## src/rtl/cnt2note.sv

```systemverilog
// Pitch decoder: measures the half period of sig_i and maps it to the nearest MIDI note.
// Optional CNT2NOTE_AVG_EN averages consecutive half periods to cancel duty-cycle skew.
module cnt2note #(
    parameter int BW = 16
) (
    input  logic       clk_i,
    input  logic       rst_i,
    input  logic       en_i,
    input  logic       sig_i,
    output logic [7:0] note_o,
    output logic       noteValid_o,
    output logic       oor_o,
    output logic       busy_o
);
    localparam int VW = BW + 1;
    localparam int SW = $clog2(VW + 1);

    localparam logic [2:0] S_IDLE = 3'd0;
    localparam logic [2:0] S_MEAS = 3'd1;
    localparam logic [2:0] S_NORM = 3'd2;
    localparam logic [2:0] S_SRCH = 3'd3;
    localparam logic [2:0] S_DONE = 3'd4;

    logic [2:0]    sync_q;
    logic [2:0]    state_q, state_d;
    logic [BW-1:0] cnt_q, cnt_d;
    logic [VW-1:0] v_q, v_d;
    logic [SW-1:0] s_q, s_d;
    logic          sat_q, sat_d;
    logic [3:0]    j_q, j_d;
    logic [3:0]    bestj_q, bestj_d;
    logic [8:0]    bestd_q, bestd_d;
    logic [7:0]    note_q, note_d;
    logic          oor_q, oor_d;
    logic          vld_q, vld_d;
`ifdef CNT2NOTE_AVG_EN
    logic [BW-1:0] hprev_q, hprev_d;
    logic          hvld_q, hvld_d;
`endif

    logic       edge_w;
    logic [8:0] cand_w, dist_w, oct_w, note9_w;
    logic       better_w;
    logic [3:0] selj_w;

    // Candidate j maps to note index j-1: octave-up wrap, base ROM, octave-down wrap.
    function automatic logic [8:0] cand(input logic [3:0] j);
        case (j)
            4'd0:    cand = 9'd262;
            4'd1:    cand = 9'd248;
            4'd2:    cand = 9'd234;
            4'd3:    cand = 9'd221;
            4'd4:    cand = 9'd209;
            4'd5:    cand = 9'd197;
            4'd6:    cand = 9'd186;
            4'd7:    cand = 9'd175;
            4'd8:    cand = 9'd165;
            4'd9:    cand = 9'd156;
            4'd10:   cand = 9'd147;
            4'd11:   cand = 9'd139;
            4'd12:   cand = 9'd131;
            default: cand = 9'd124;
        endcase
    endfunction

    assign edge_w   = sync_q[2] ^ sync_q[1];
    assign cand_w   = cand(j_q);
    // V is below 256 once SEARCH is reached, so 9 bits cover the distance.
    assign dist_w   = (v_q[8:0] >= cand_w) ? v_q[8:0] - cand_w : cand_w - v_q[8:0];
    assign better_w = dist_w < bestd_q;
    assign selj_w   = better_w ? j_q : bestj_q;
    assign oct_w    = 9'd8 - 9'(s_q);
    assign note9_w  = 9'd20 + oct_w * 9'd12 + {5'd0, selj_w};

    always_comb begin
        state_d = state_q;
        cnt_d   = (cnt_q == {BW{1'b1}}) ? cnt_q : cnt_q + 1'b1;
        v_d     = v_q;
        s_d     = s_q;
        sat_d   = sat_q;
        j_d     = j_q;
        bestj_d = bestj_q;
        bestd_d = bestd_q;
        note_d  = note_q;
        oor_d   = oor_q;
        vld_d   = 1'b0;
`ifdef CNT2NOTE_AVG_EN
        hprev_d = hprev_q;
        hvld_d  = hvld_q;
`endif
        if (edge_w) cnt_d = {{(BW-1){1'b0}}, 1'b1};

        case (state_q)
            S_IDLE: if (edge_w) state_d = S_MEAS;
            S_MEAS: begin
                if (edge_w) begin
                    s_d = '0;
`ifdef CNT2NOTE_AVG_EN
                    hprev_d = cnt_q;
                    if (hvld_q) begin
                        v_d     = (VW'(hprev_q) + VW'(cnt_q)) >> 1;
                        sat_d   = (cnt_q == {BW{1'b1}}) || (hprev_q == {BW{1'b1}});
                        state_d = S_NORM;
                    end else begin
                        hvld_d = 1'b1;
                    end
`else
                    v_d     = VW'(cnt_q);
                    sat_d   = (cnt_q == {BW{1'b1}});
                    state_d = S_NORM;
`endif
                end
            end
            S_NORM: begin
                if (edge_w) begin
                    state_d = S_MEAS;
                end else if (v_q >= VW'(256)) begin
                    v_d = v_q >> 1;
                    s_d = s_q + 1'b1;
                end else if (sat_q || s_q > SW'(8) || (s_q == '0 && v_q < VW'(128))) begin
                    oor_d   = 1'b1;
                    vld_d   = 1'b1;
                    state_d = S_DONE;
                end else begin
                    j_d     = '0;
                    bestj_d = '0;
                    bestd_d = '1;
                    state_d = S_SRCH;
                end
            end
            S_SRCH: begin
                if (edge_w) begin
                    state_d = S_MEAS;
                end else begin
                    if (better_w) begin
                        bestd_d = dist_w;
                        bestj_d = j_q;
                    end
                    j_d = j_q + 4'd1;
                    if (j_q == 4'd13) begin
                        vld_d   = 1'b1;
                        state_d = S_DONE;
                        if (note9_w < 9'd21 || note9_w > 9'd127) begin
                            oor_d = 1'b1;
                        end else begin
                            oor_d  = 1'b0;
                            note_d = note9_w[7:0];
                        end
                    end
                end
            end
            S_DONE:  state_d = S_MEAS;
            default: state_d = S_IDLE;
        endcase

        if (!en_i) begin
            state_d = S_IDLE;
            cnt_d   = '0;
            vld_d   = 1'b0;
        end
`ifdef CNT2NOTE_AVG_EN
        // Any interrupted or out-of-range decode breaks the averaging chain.
        if (!en_i || (vld_d && oor_d) ||
            (state_d == S_MEAS && (state_q == S_NORM || state_q == S_SRCH)))
            hvld_d = 1'b0;
`endif
    end

    always_ff @(posedge clk_i) begin
        if (rst_i) begin
            sync_q  <= '0;
            state_q <= S_IDLE;
            cnt_q   <= '0;
            v_q     <= '0;
            s_q     <= '0;
            sat_q   <= 1'b0;
            j_q     <= '0;
            bestj_q <= '0;
            bestd_q <= '0;
            note_q  <= '0;
            oor_q   <= 1'b0;
            vld_q   <= 1'b0;
`ifdef CNT2NOTE_AVG_EN
            hprev_q <= '0;
            hvld_q  <= 1'b0;
`endif
        end else begin
            sync_q  <= {sync_q[1:0], sig_i};
            state_q <= state_d;
            cnt_q   <= cnt_d;
            v_q     <= v_d;
            s_q     <= s_d;
            sat_q   <= sat_d;
            j_q     <= j_d;
            bestj_q <= bestj_d;
            bestd_q <= bestd_d;
            note_q  <= note_d;
            oor_q   <= oor_d;
            vld_q   <= vld_d;
`ifdef CNT2NOTE_AVG_EN
            hprev_q <= hprev_d;
            hvld_q  <= hvld_d;
`endif
        end
    end

    assign note_o      = note_q;
    assign oor_o       = oor_q;
    assign noteValid_o = vld_q;
    assign busy_o      = (state_q == S_NORM) || (state_q == S_SRCH) || (state_q == S_DONE);
endmodule

```

## config.mk

```make
export PLATFORM = sky130hd
export DESIGN_NAME = cnt2note
export DESIGN_NICKNAME = d
export VERILOG_FILES = /design/src/rtl/cnt2note.sv
export SDC_FILE = /design/constraint.sdc
export NUM_CORES = 1
export LEC_CHECK = 0
export CAP_MARGIN = 20
export CORE_MARGIN = 2
export CORE_UTILIZATION = 62
export DETAILED_ROUTE_END_ITERATION = 16
export PLACE_DENSITY = 0.77
export REMOVE_ABC_BUFFERS = 1
export SLEW_MARGIN = 20
export SYNTH_ARGS = -nofsm -noshare
export SYNTH_HDL_FRONTEND = slang
export SYNTH_SLANG_ARGS = --single-unit
```

## constraint.sdc

```tcl
create_clock -name clk_i -period 8 [get_ports clk_i]
set_clock_uncertainty 0.15 [all_clocks]
set_input_delay 1.2 -clock clk_i [delete_from_list [all_inputs] [get_ports clk_i]]
set_output_delay 1.2 -clock clk_i [all_outputs]
set_load 0.05 [all_outputs]
```

== Word-level counts from Yosys, hierarchy flattened ==
Memories as Yosys holds them, arrays and structs flattened. A register that Yosys moved wholly into a read port is not among the register bits.
Cells that the tools add are included.
Cells by class
  divide/modulo/power cells: 0
  $lt $le $gt $ge: 7
  shift operators: 0
  equal/unequal tests: 19
  bitwise gates (word level): 4
  add/sub/neg operators: 8
  multipliers: 1
  multiplexer cells: 48
  reductions and logical operators: 19
Operators by type and width (count)
  9-bit two-way mux: 6
  17-bit two-way mux: 3
  17-bit one-hot mux with 2 select lines: 1
  4-bit two-way mux: 8
  2-bit != test (second input constant): 11
  3-bit two-way mux: 7
  9-bit one-hot mux with 2 select lines: 1
  9-bit subtractor: 2
  17-bit by 9-bit >= comparator with 1-bit output (second input constant): 1
  17-bit by 8-bit less-than comparator with 1-bit output (second input constant): 1
  16-bit by 1-bit adder with 16-bit output (second input constant): 1
  16-bit equality test (second input constant): 1
  4-bit one-hot mux with 2 select lines: 2
  5-bit two-way mux: 3
  3-bit one-hot mux with 5 select lines: 1
  1-bit two-way mux: 13
  4-bit AND reduction: 3
  6-bit AND reduction: 2
  5-bit one-hot mux with 2 select lines: 1
  5-bit by 9-bit adder with 9-bit output (first input constant): 1
  9-bit by 4-bit adder with 9-bit output: 1
  9-bit >= comparator: 1
  9-bit by 7-bit > comparator with 1-bit output (second input constant): 1
  9-bit by 5-bit less-than comparator with 1-bit output (second input constant): 1
  23 further kinds: 33
Word-level totals
  bits in writable memories: 0
  ROM bits: 144
  bits in registers: 72
  bits of input ports: 4
  output and inout bits: 11
  memories kept: 1
  bits in latches: 0
Memories
  (no name shown): depth 16, width 9, read ports 1, clocked after Yosys merged registers in 1, write ports 0, RTL line 48  | case (j)

== Depth between registers and ports, before layout ==
Gate-level depths: netlist of run 1.
  word-level depth: 11
  gate-level depth with buffers: 26
  mapped depth without buffers: 25

== Least setup slack after synthesis of run 1 ==
OpenSTA, ideal clock, no wires.
  path type: register to register
  start point: reg v_q[4]
  end point: reg note_q[0] (netlist: note_o[0])
  required time: 7722 ps
  arrival time: 5438 ps
  clock period less this slack: 5716 ps
  cell stages (with the launch flop): 25
  setup slack: 2284 ps
  path through: dfxtp_1 inv_1 ha_1 and2_4 and3_4 a211o_1 o22ai_4 mux2_2 a311oi_1 xnor2_1 ha_1 a21o_1 a32oi_1 o211ai_4 o21ai_0 ha_1 ha_1 fa_1 a21oi_1 nor3_1 and3_1 o21a_1 o211ai_4 mux2i_1 nor2_1
On the way
  word-level cells in the longest chain between the ends: 9
  elaborated cells on any way between the ends: 12
RTL lines
  start, declared: RTL line 27  | logic [VW-1:0] v_q, v_d;
  start signal, assigned: RTL line 191  | v_q <= v_d;
  9-bit subtractor or 9-bit >= comparator (tied branches): RTL line 69  | assign dist_w = (v_q[8:0] >= cand_w) ? v_q[8:0] - cand_w : cand_w - v_q[8:0];
  9-bit two-way mux (*): RTL line 69
  9-bit less-than comparator (*): RTL line 70  | assign better_w = dist_w < bestd_q;
  4-bit two-way mux (*)
  9-bit by 4-bit adder with 9-bit output (*): RTL line 73  | assign note9_w = 9'd20 + oct_w * 9'd12 + {5'd0, selj_w};
  9-bit by 5-bit less-than comparator with 1-bit output or 9-bit by 7-bit > comparator with 1-bit output (tied branches): RTL line 143  | if (note9_w < 9'd21 || note9_w > 9'd127) begin
  1-bit logical OR: RTL line 143
  1-bit NOT (no line)
  4-bit AND reduction (no line)
  end signal, assigned: RTL line 197  | note_q <= note_d;
  end, declared: RTL line 33  | logic [7:0] note_q, note_d;
Every way passes the cells marked *; elsewhere a longest branch is shown, timed or not.
A chain may end at the register's enable or synchronous reset.

== Worst setup path after layout of run 1 ==
  start point: reg v_q[4]
  end point: reg note_q[3] (netlist: note_o[3])
Same word-level chain as after synthesis.

==> results of run 1 <==
## metal layers
layer,up-vias,track usage (%),part of all wire (%)
met2,77,43.04,46
met5,-,0,0
met3,12,3.272,3.6
li1,2155,-,-
met1,1975,35.01,49
met4,0,7.367,1.0
## logic make-up (layout without fill, tap and decap cells)
kind of cell,count (synthesis),count (layout),share of synthesized area (%)
adders and majority gates,46,46,11.91
xor gates and xnor gates,32,32,5.660
buffers and inverters,71,82,5.586
muxes,21,21,4.355
and+or+nand+nor,227,227,20.89
AOI/OAI and AO/OA,136,136,20.10
DFF,80,80,31.50
## flip-flops by register name, summed over array words and instances, names as in the netlist, 3 cells and up
register  count
bestd_q       9
bestj_q       4
v_q          16
sync_q        3
state_q       3
s_q           5
j_q           4
cand_w        9
cnt_q        16
note_o        8
## layout make-up
class	count	area [sq um]
timing repair buffer	17	157.7
clock buffer	9	123.9
sequential	80	1602
clock inverter	7	60.06
tap	105	131.4
inverter	49	183.9
fill	694	2630
multi-input combinational	462	3204
## where the power goes
group	switching (mW)	internal [mW]	total [mW]
sequential	0.00274	0.400	0.403
clock	0.166	0.119	0.286
combinational	0.0237	0.0139	0.0376
## worst max path at each step
stage                     cells past startpoint  startpoint        end  slack (ns)
after global placement                       24      v_q[4]  note_o[5]        1.72
final                                        24      v_q[4]  note_o[3]        1.35
after detailed placement                     24      v_q[4]  note_o[3]        1.42
after global routing                         24      v_q[4]  note_o[3]        0.99
after floorplan                              24      v_q[4]  note_o[0]        2.07
after CTS                                    24      v_q[4]  note_o[3]        1.40
## layout by cell type, fill, tap and decap left out, types with 9 or more instances in the layout
cell type | netlist | final
o21ai_0 | 13 | 13
dfxtp_1 | 80 | 80
xnor2_1 | 15 | 15
a311oi_1 | 16 | 16
nand3_1 | 15 | 15
nor2_1 | 84 | 84
a21oi_1 | 36 | 36
clkbuf_8 | 0 | 9
clkdlybuf4s50_1 | 0 | 13
ha_1 | 42 | 42
nand2_1 | 62 | 62
nor2b_1 | 9 | 9
inv_1 | 49 | 49
xor2_1 | 16 | 16
a21o_1 | 13 | 13
nor3_1 | 16 | 16
mux2i_1 | 15 | 15
## worst max-delay path: cells and delay by family (launching register included)
| family | cells | cell delay, ns |
|---|---|---|
| buffers and inverters | 1 | 0.06 |
| adder cells (fa/ha/maj) | 5 | 1.59 |
| AND/OR/NAND/NOR | 4 | 0.65 |
| AO/OA/AOI/OAI | 11 | 2.84 |
| XOR/XNOR | 1 | 0.18 |
| flip-flops | 1 | 0.39 |
| multiplexers | 2 | 0.65 |
==> impl_results.md, run 1 <==
- Post-synth top flop: dfxtp_1
- Post-synth EDFFs: 0
- Final period util: 83.08%
- Most area-consuming cells after synthesis: dfxtp_1 (31%), ha_1 (10%), nor2_1 (6.2%)
- Number of antenna violations at the first check in global routing: 0
- Level count of the clock H-tree: 3
- Sequential share of the synthesized area: 31.50%
- Area growth syn-to-layout: 7.431%
- Number of cells in the finished layout apart from fillers: 729
- Leakage: 2.156 nW
- Clock period minus worst slack: 6.646 ns
- Clock Latency Late Sink: 0.36 ns
- Routability-driven placement congestion ratio: 0.9199
- DRC violations left: 0
- Num CTS Buffers: 9
- Max stage delay cell, worst path: fa_1
- Data required time at the worst endpoint: 8.09 ns
- Hold path startpoint: note_o[7]
- Share of final-layout standard cells stronger than drive strength 1: 8.173%
- Instance area after placement: 0.005279 sq mm
- Class of the most critical setup path: flop to flop
- Detail Route Antenna Nets: 0
- Antenna diode instance count: 0
- List of cells traversed by the critical path: inv_1, ha_1, a21o_2, nor3_1, a21oi_2, o22ai_4, mux2_2, a311oi_1, xnor2_1, ha_1, a21o_1, a32oi_1, o211ai_4, o21ai_0, ha_1, ha_1, fa_1, a21oi_1, nor3_1, and3_1, o21a_1, o211ai_4, mux2i_1, nor2_1
- DPL Wire Length: 8.144 mm
- RSZ-0062 raised after global routing: no
- Achievable Freq: 150.5 MHz
- Summed instance area of the synthesized netlist: 0.005085 sq mm
- DP Worst Slack: 1.421 ns
- Number of synthesized register bits: 80
- Clock tree from TritonCTS: done
- I/O pin cnt: 15
- Via count of the first global-routing pass: 3938
- Die width: 94.56 um
- Avg Cell Area, Syn: 8.295 sq um
- Setup tns final: 0 ns
- Yosys top cell by area: dfxtp_1
- Design Power: 726.2 uW
- Setup Buffers After CTS: 0
- Setup crit start kind: flop
- Post-layout utilization of the core: 67.50%
- Length of the first detailed-routing pass in iterations: 5
- Post-layout instance area: 0.005463 sq mm
- Worst hold path class: flop to flop
- Drt via density: 5.787
- Global-route wire length before repair: 18.35 mm
- Count of maximum capacitance violations: 0
- Sum of overflow across all layers after global routing: 0
- Final WL: 10.88 mm
- CP Capture Type: flop
- Root buffer selected by CTS: clkbuf_8
- Placed cells: 713
- Net total in the final layout: 669
- Arrival time at the worst endpoint: 6.73 ns
- Post-cts resize count: 0
- Transition time at the pin with the least slew margin: 0.9209 ns
- Worst IR Drop VDD: 0.08166 mV
- Critical-path maximum fanout: 18
- Fraction of synthesized cell area taken by the top area cell type: 31.50%
- Final count of hold timing violations: 0
- Wirelength per Cell: 14.92 um
- Delay contributed by the slowest stage of the critical path: 0.41 ns
- List of most frequent post-synthesis cells: nor2_1 (84), dfxtp_1 (80), nand2_1 (62)
- TritonCTS Sinks: 80
- Vert. Die Dim: 94.56 um
- Reg-to-reg critical path startpoint: v_q[4]
- Fraction of registers with async set or reset after synthesis: 0%
- Setup-failing EPs final: 0
- Core footprint: 0.008093 sq mm
- Count of cells along the worst register-to-register path: 24
- Initial DRC Count: 283
- Endpoint of the most critical register-to-register path: note_o[3]
- Row cnt: 33
- Count of hold-fix buffers inserted at cts: 0
- Relative slew slack: 38.20%
- Endpoint, Worst Hold: note_o[7]
- Maximum count of clock buffers along a single path: 2
- Most frequently used cell type in the post-synthesis netlist: nor2_1
- Pin count of the biggest net entering global routing: 53
- Synthesized instance count: 613
- Yosys warning count: 0
- Number of vias in the routed layout: 4219
- Count of different cell masters after synthesis: 72
- Hold Path Cell Cnt: 2
- Max-slew violation count: 0
- Worst hold slack: 0.3144 ns
- CP most frequent cell: ha_1
- Die footprint: 0.008942 sq mm
- Clock-pin slew on the worst setup and hold paths: 0.10 ns
- Worst path setup slack after routing: 1.354 ns
- Combined global-route utilization of all metal layers: 25.74%
- Status: finished, final reports clean
- Count of buffers inserted at the top-level ports: 14
- Minimum setup slack among reg-to-reg paths: 1.35 ns
- Initial core utilization: 62.83%
- Pwr Density: 132.9 mW/mm^2
Note: power is estimated with default switching activity, not from simulation.
==> run 2: changes to the inputs <==
--- a/config.mk
+++ b/config.mk
@@ -7,9 +7,9 @@
 export LEC_CHECK = 0
 export CAP_MARGIN = 20
 export CORE_MARGIN = 2
-export CORE_UTILIZATION = 62
+export CORE_UTILIZATION = 56
 export DETAILED_ROUTE_END_ITERATION = 16
-export PLACE_DENSITY = 0.77
+export PLACE_DENSITY = 0.73
 export REMOVE_ABC_BUFFERS = 1
 export SLEW_MARGIN = 20
 export SYNTH_ARGS = -nofsm -noshare
==> constraint.sdc (replaced) <==
create_clock -name clk_i -period 6.05 [get_ports clk_i]
set_clock_uncertainty 0.15 [all_clocks]
set_input_delay 0.9075 -clock clk_i [delete_from_list [all_inputs] [get_ports clk_i]]
set_output_delay 0.9075 -clock clk_i [all_outputs]
set_load 0.05 [all_outputs]
==> run 2 against run 1 <==
Non-clock buffer count rose by 20. Utilization fell by 1.2 points. First-iteration DRC count fell by 14%. Flip-flop and latch count did not move. Hold slack got worse by 0.030 ns. Critical endpoint is now note_o[0]. Cell count rose by 3.2%. Die area rose by 10%. Largest power group unchanged.
==> impl_results.md, run 2 (synthesized netlist as in run 1, its figures left out) <==
- Area used by sequential logic in the layout: 0.001607 sq mm
- Transition time at the pin with the least slew margin: 0.9743 ns
- Critical-path maximum fanout: 8
- Achievable Freq: 171.4 MHz
- Reg-to-reg critical path startpoint: v_q[4]
- Initial DRC Count: 243
- Number of antenna violations at the first check in global routing: 0
- Final WL: 11.35 mm
- Die width: 99.29 um
- Clock tree from TritonCTS: done
- Data required time at the worst endpoint: 6.10 ns
- Die footprint: 0.009859 sq mm
- Vert. Die Dim: 99.29 um
- Most common cell after layout, fill and taps aside: nor2_1
- Count of buffers inserted at the top-level ports: 14
- Worst hold path class: flop to flop
- Leading registers by flop count: cnt_q x16, v_q x16
- Number of vias in the routed layout: 4309
- Post-layout instance area: 0.005809 sq mm
- Arrival time at the worst endpoint: 5.88 ns
- Root buffer selected by CTS: clkbuf_8
- Pin count of the biggest net entering global routing: 53
- Instance area after placement: 0.005343 sq mm
- Multi-input combinational cell area: 0.003329 sq mm
- Class of the most critical setup path: flop to flop
- Core footprint: 0.008763 sq mm
- Via count of the first global-routing pass: 4028
- Start point of the critical path: v_q[4]
- Endpoint of the most critical register-to-register path: note_o[0]
- Setup-failing EPs final: 0
- Detail Route Antenna Nets: 0
- Count of cells along the worst register-to-register path: 27
- Hold path startpoint: note_o[7]
- TritonCTS Sinks: 80
- Global-route wire length before repair: 18.73 mm
- Net total in the final layout: 689
- Pwr Density: 179.1 mW/mm^2
- Final period util: 96.44%
- DRC violations left: 0
- Clock-pin slew on the worst setup and hold paths: 0.08 ns
- Initial core utilization: 58.02%
- Level count of the clock H-tree: 3
- Antenna diode instance count: 0
- Length of the first detailed-routing pass in iterations: 5
- Drt via density: 5.730
- Share of final-layout standard cells stronger than drive strength 1: 14.13%
- Post-layout utilization of the core: 66.29%
- Minimum setup slack among reg-to-reg paths: 0.22 ns
- CP Capture Type: flop
- Fill cell instance count of the final layout: 742
- DPL Wire Length: 8.355 mm
- End of the critical path: note_o[0]
- Maximum count of clock buffers along a single path: 2
- Area growth syn-to-layout: 14.25%
- Relative slew slack: 35.05%
- Count of maximum capacitance violations: 0
- Sum of overflow across all layers after global routing: 0
- Row cnt: 34
- Leakage: 2.280 nW
- Setup crit start kind: flop
- I/O pin cnt: 15
- Combined global-route utilization of all metal layers: 23.18%
- Routability-driven placement congestion ratio: 0.9624
- Top library cells by usage in the layout, fill and taps aside: nor2_1 (84), dfxtp_1 (78), nand2_1 (61), inv_1 (49), ha_1 (38)
- Wirelength per Cell: 15.09 um
- Count of hold-fix buffers inserted at cts: 0
- Max-slew violation count: 0
- Final count of hold timing violations: 0
- Status: finished, final reports clean
- Num CTS Buffers: 9
- Worst IR Drop VDD: 0.1369 mV
- Clock period minus worst slack: 5.834 ns
- Clock Latency Late Sink: 0.36 ns
[run 2: how the worst min path moves through the flow]
stage | end | slack (ns) | cells after the start
floorplan | sync_q[1] | 0.26 | 1
global placement | sync_q[1] | 0.27 | 1
detailed placement | note_o[7] | 0.28 | 2
CTS | note_o[7] | 0.29 | 2
global route | note_o[7] | 0.31 | 2
finish | note_o[7] | 0.28 | 2
[run 2: cell type report]
type	count	share of cell area, %
clock buffers	10	2.369
flip-flops and latches	80	27.65
clock inverters	6	1.594
repair buffers	37	5.578
well taps	108	2.326
multi-input cells	462	57.31
inverters	49	3.166
[run 2: report_power, final]
part,total (mW),switching [mW],internal (mW)
registers,0.532,0.00329,0.529
logic,0.0587,0.0349,0.0238
clock network,0.450,0.205,0.245
[run 2: timing repair]
action,in CTS,in global routing
buffers inserted,2,10
pin swaps,1,20
endpoints found under the setup margin,7,9
gates resized for setup,0,27
[run 2: per-stage QoR]
| stage | setup slack (ns) | instances | hold slack (ns) | power, mW | setup TNS (ns) |
|---|---|---|---|---|---|
| after detailed placement | -0.05376 | 724 | 0.2772 | 0.5961 | -0.1999 |
| final | 0.2157 | 752 | 0.2843 | 1.041 | 0 |
| after global placement | 0.1500 | 724 | 0.2659 | 0.5945 | 0 |
| after floorplan | 0.1185 | 591 | 0.2638 | 0.5776 | 0 |
| after CTS | 0.01450 | 742 | 0.2898 | 1.040 | 0 |
| after global routing | -0.07407 | 752 | 0.3115 | 1.075 | -0.2915 |
[run 2: critical path, stage by stage (launching register included)]
cell	delay [ns]
dfxtp_2	0.34
inv_1	0.07
ha_4	0.24
and2_4	0.17
and3_4	0.19
a211o_1	0.33
o22ai_4	0.23
buf_6	0.18
buf_4	0.15
mux2i_1	0.22
xnor2_1	0.13
ha_1	0.21
or3_1	0.38
o22ai_2	0.24
o211ai_4	0.13
nand2_1	0.09
o21ai_1	0.08
ha_1	0.33
ha_4	0.19
fa_2	0.40
a21oi_2	0.18
nor3_2	0.07
and3_1	0.19
o21a_1	0.19
o211ai_4	0.22
buf_12	0.15
mux2i_1	0.18
nor2_1	0.06
[run 2: per-layer routing]
| layer | vias up | global-route usage (%) | wire, um | share of wire [%] |
|---|---|---|---|---|
| met5 | - | 0 | 0 | 0 |
| met4 | 0 | 6.955 | 133 | 1.2 |
| met3 | 12 | 3.725 | 472 | 4.2 |
| met2 | 83 | 37.73 | 5371 | 47 |
| met1 | 2024 | 31.82 | 5373 | 47 |
| li1 | 2190 | - | - | - |
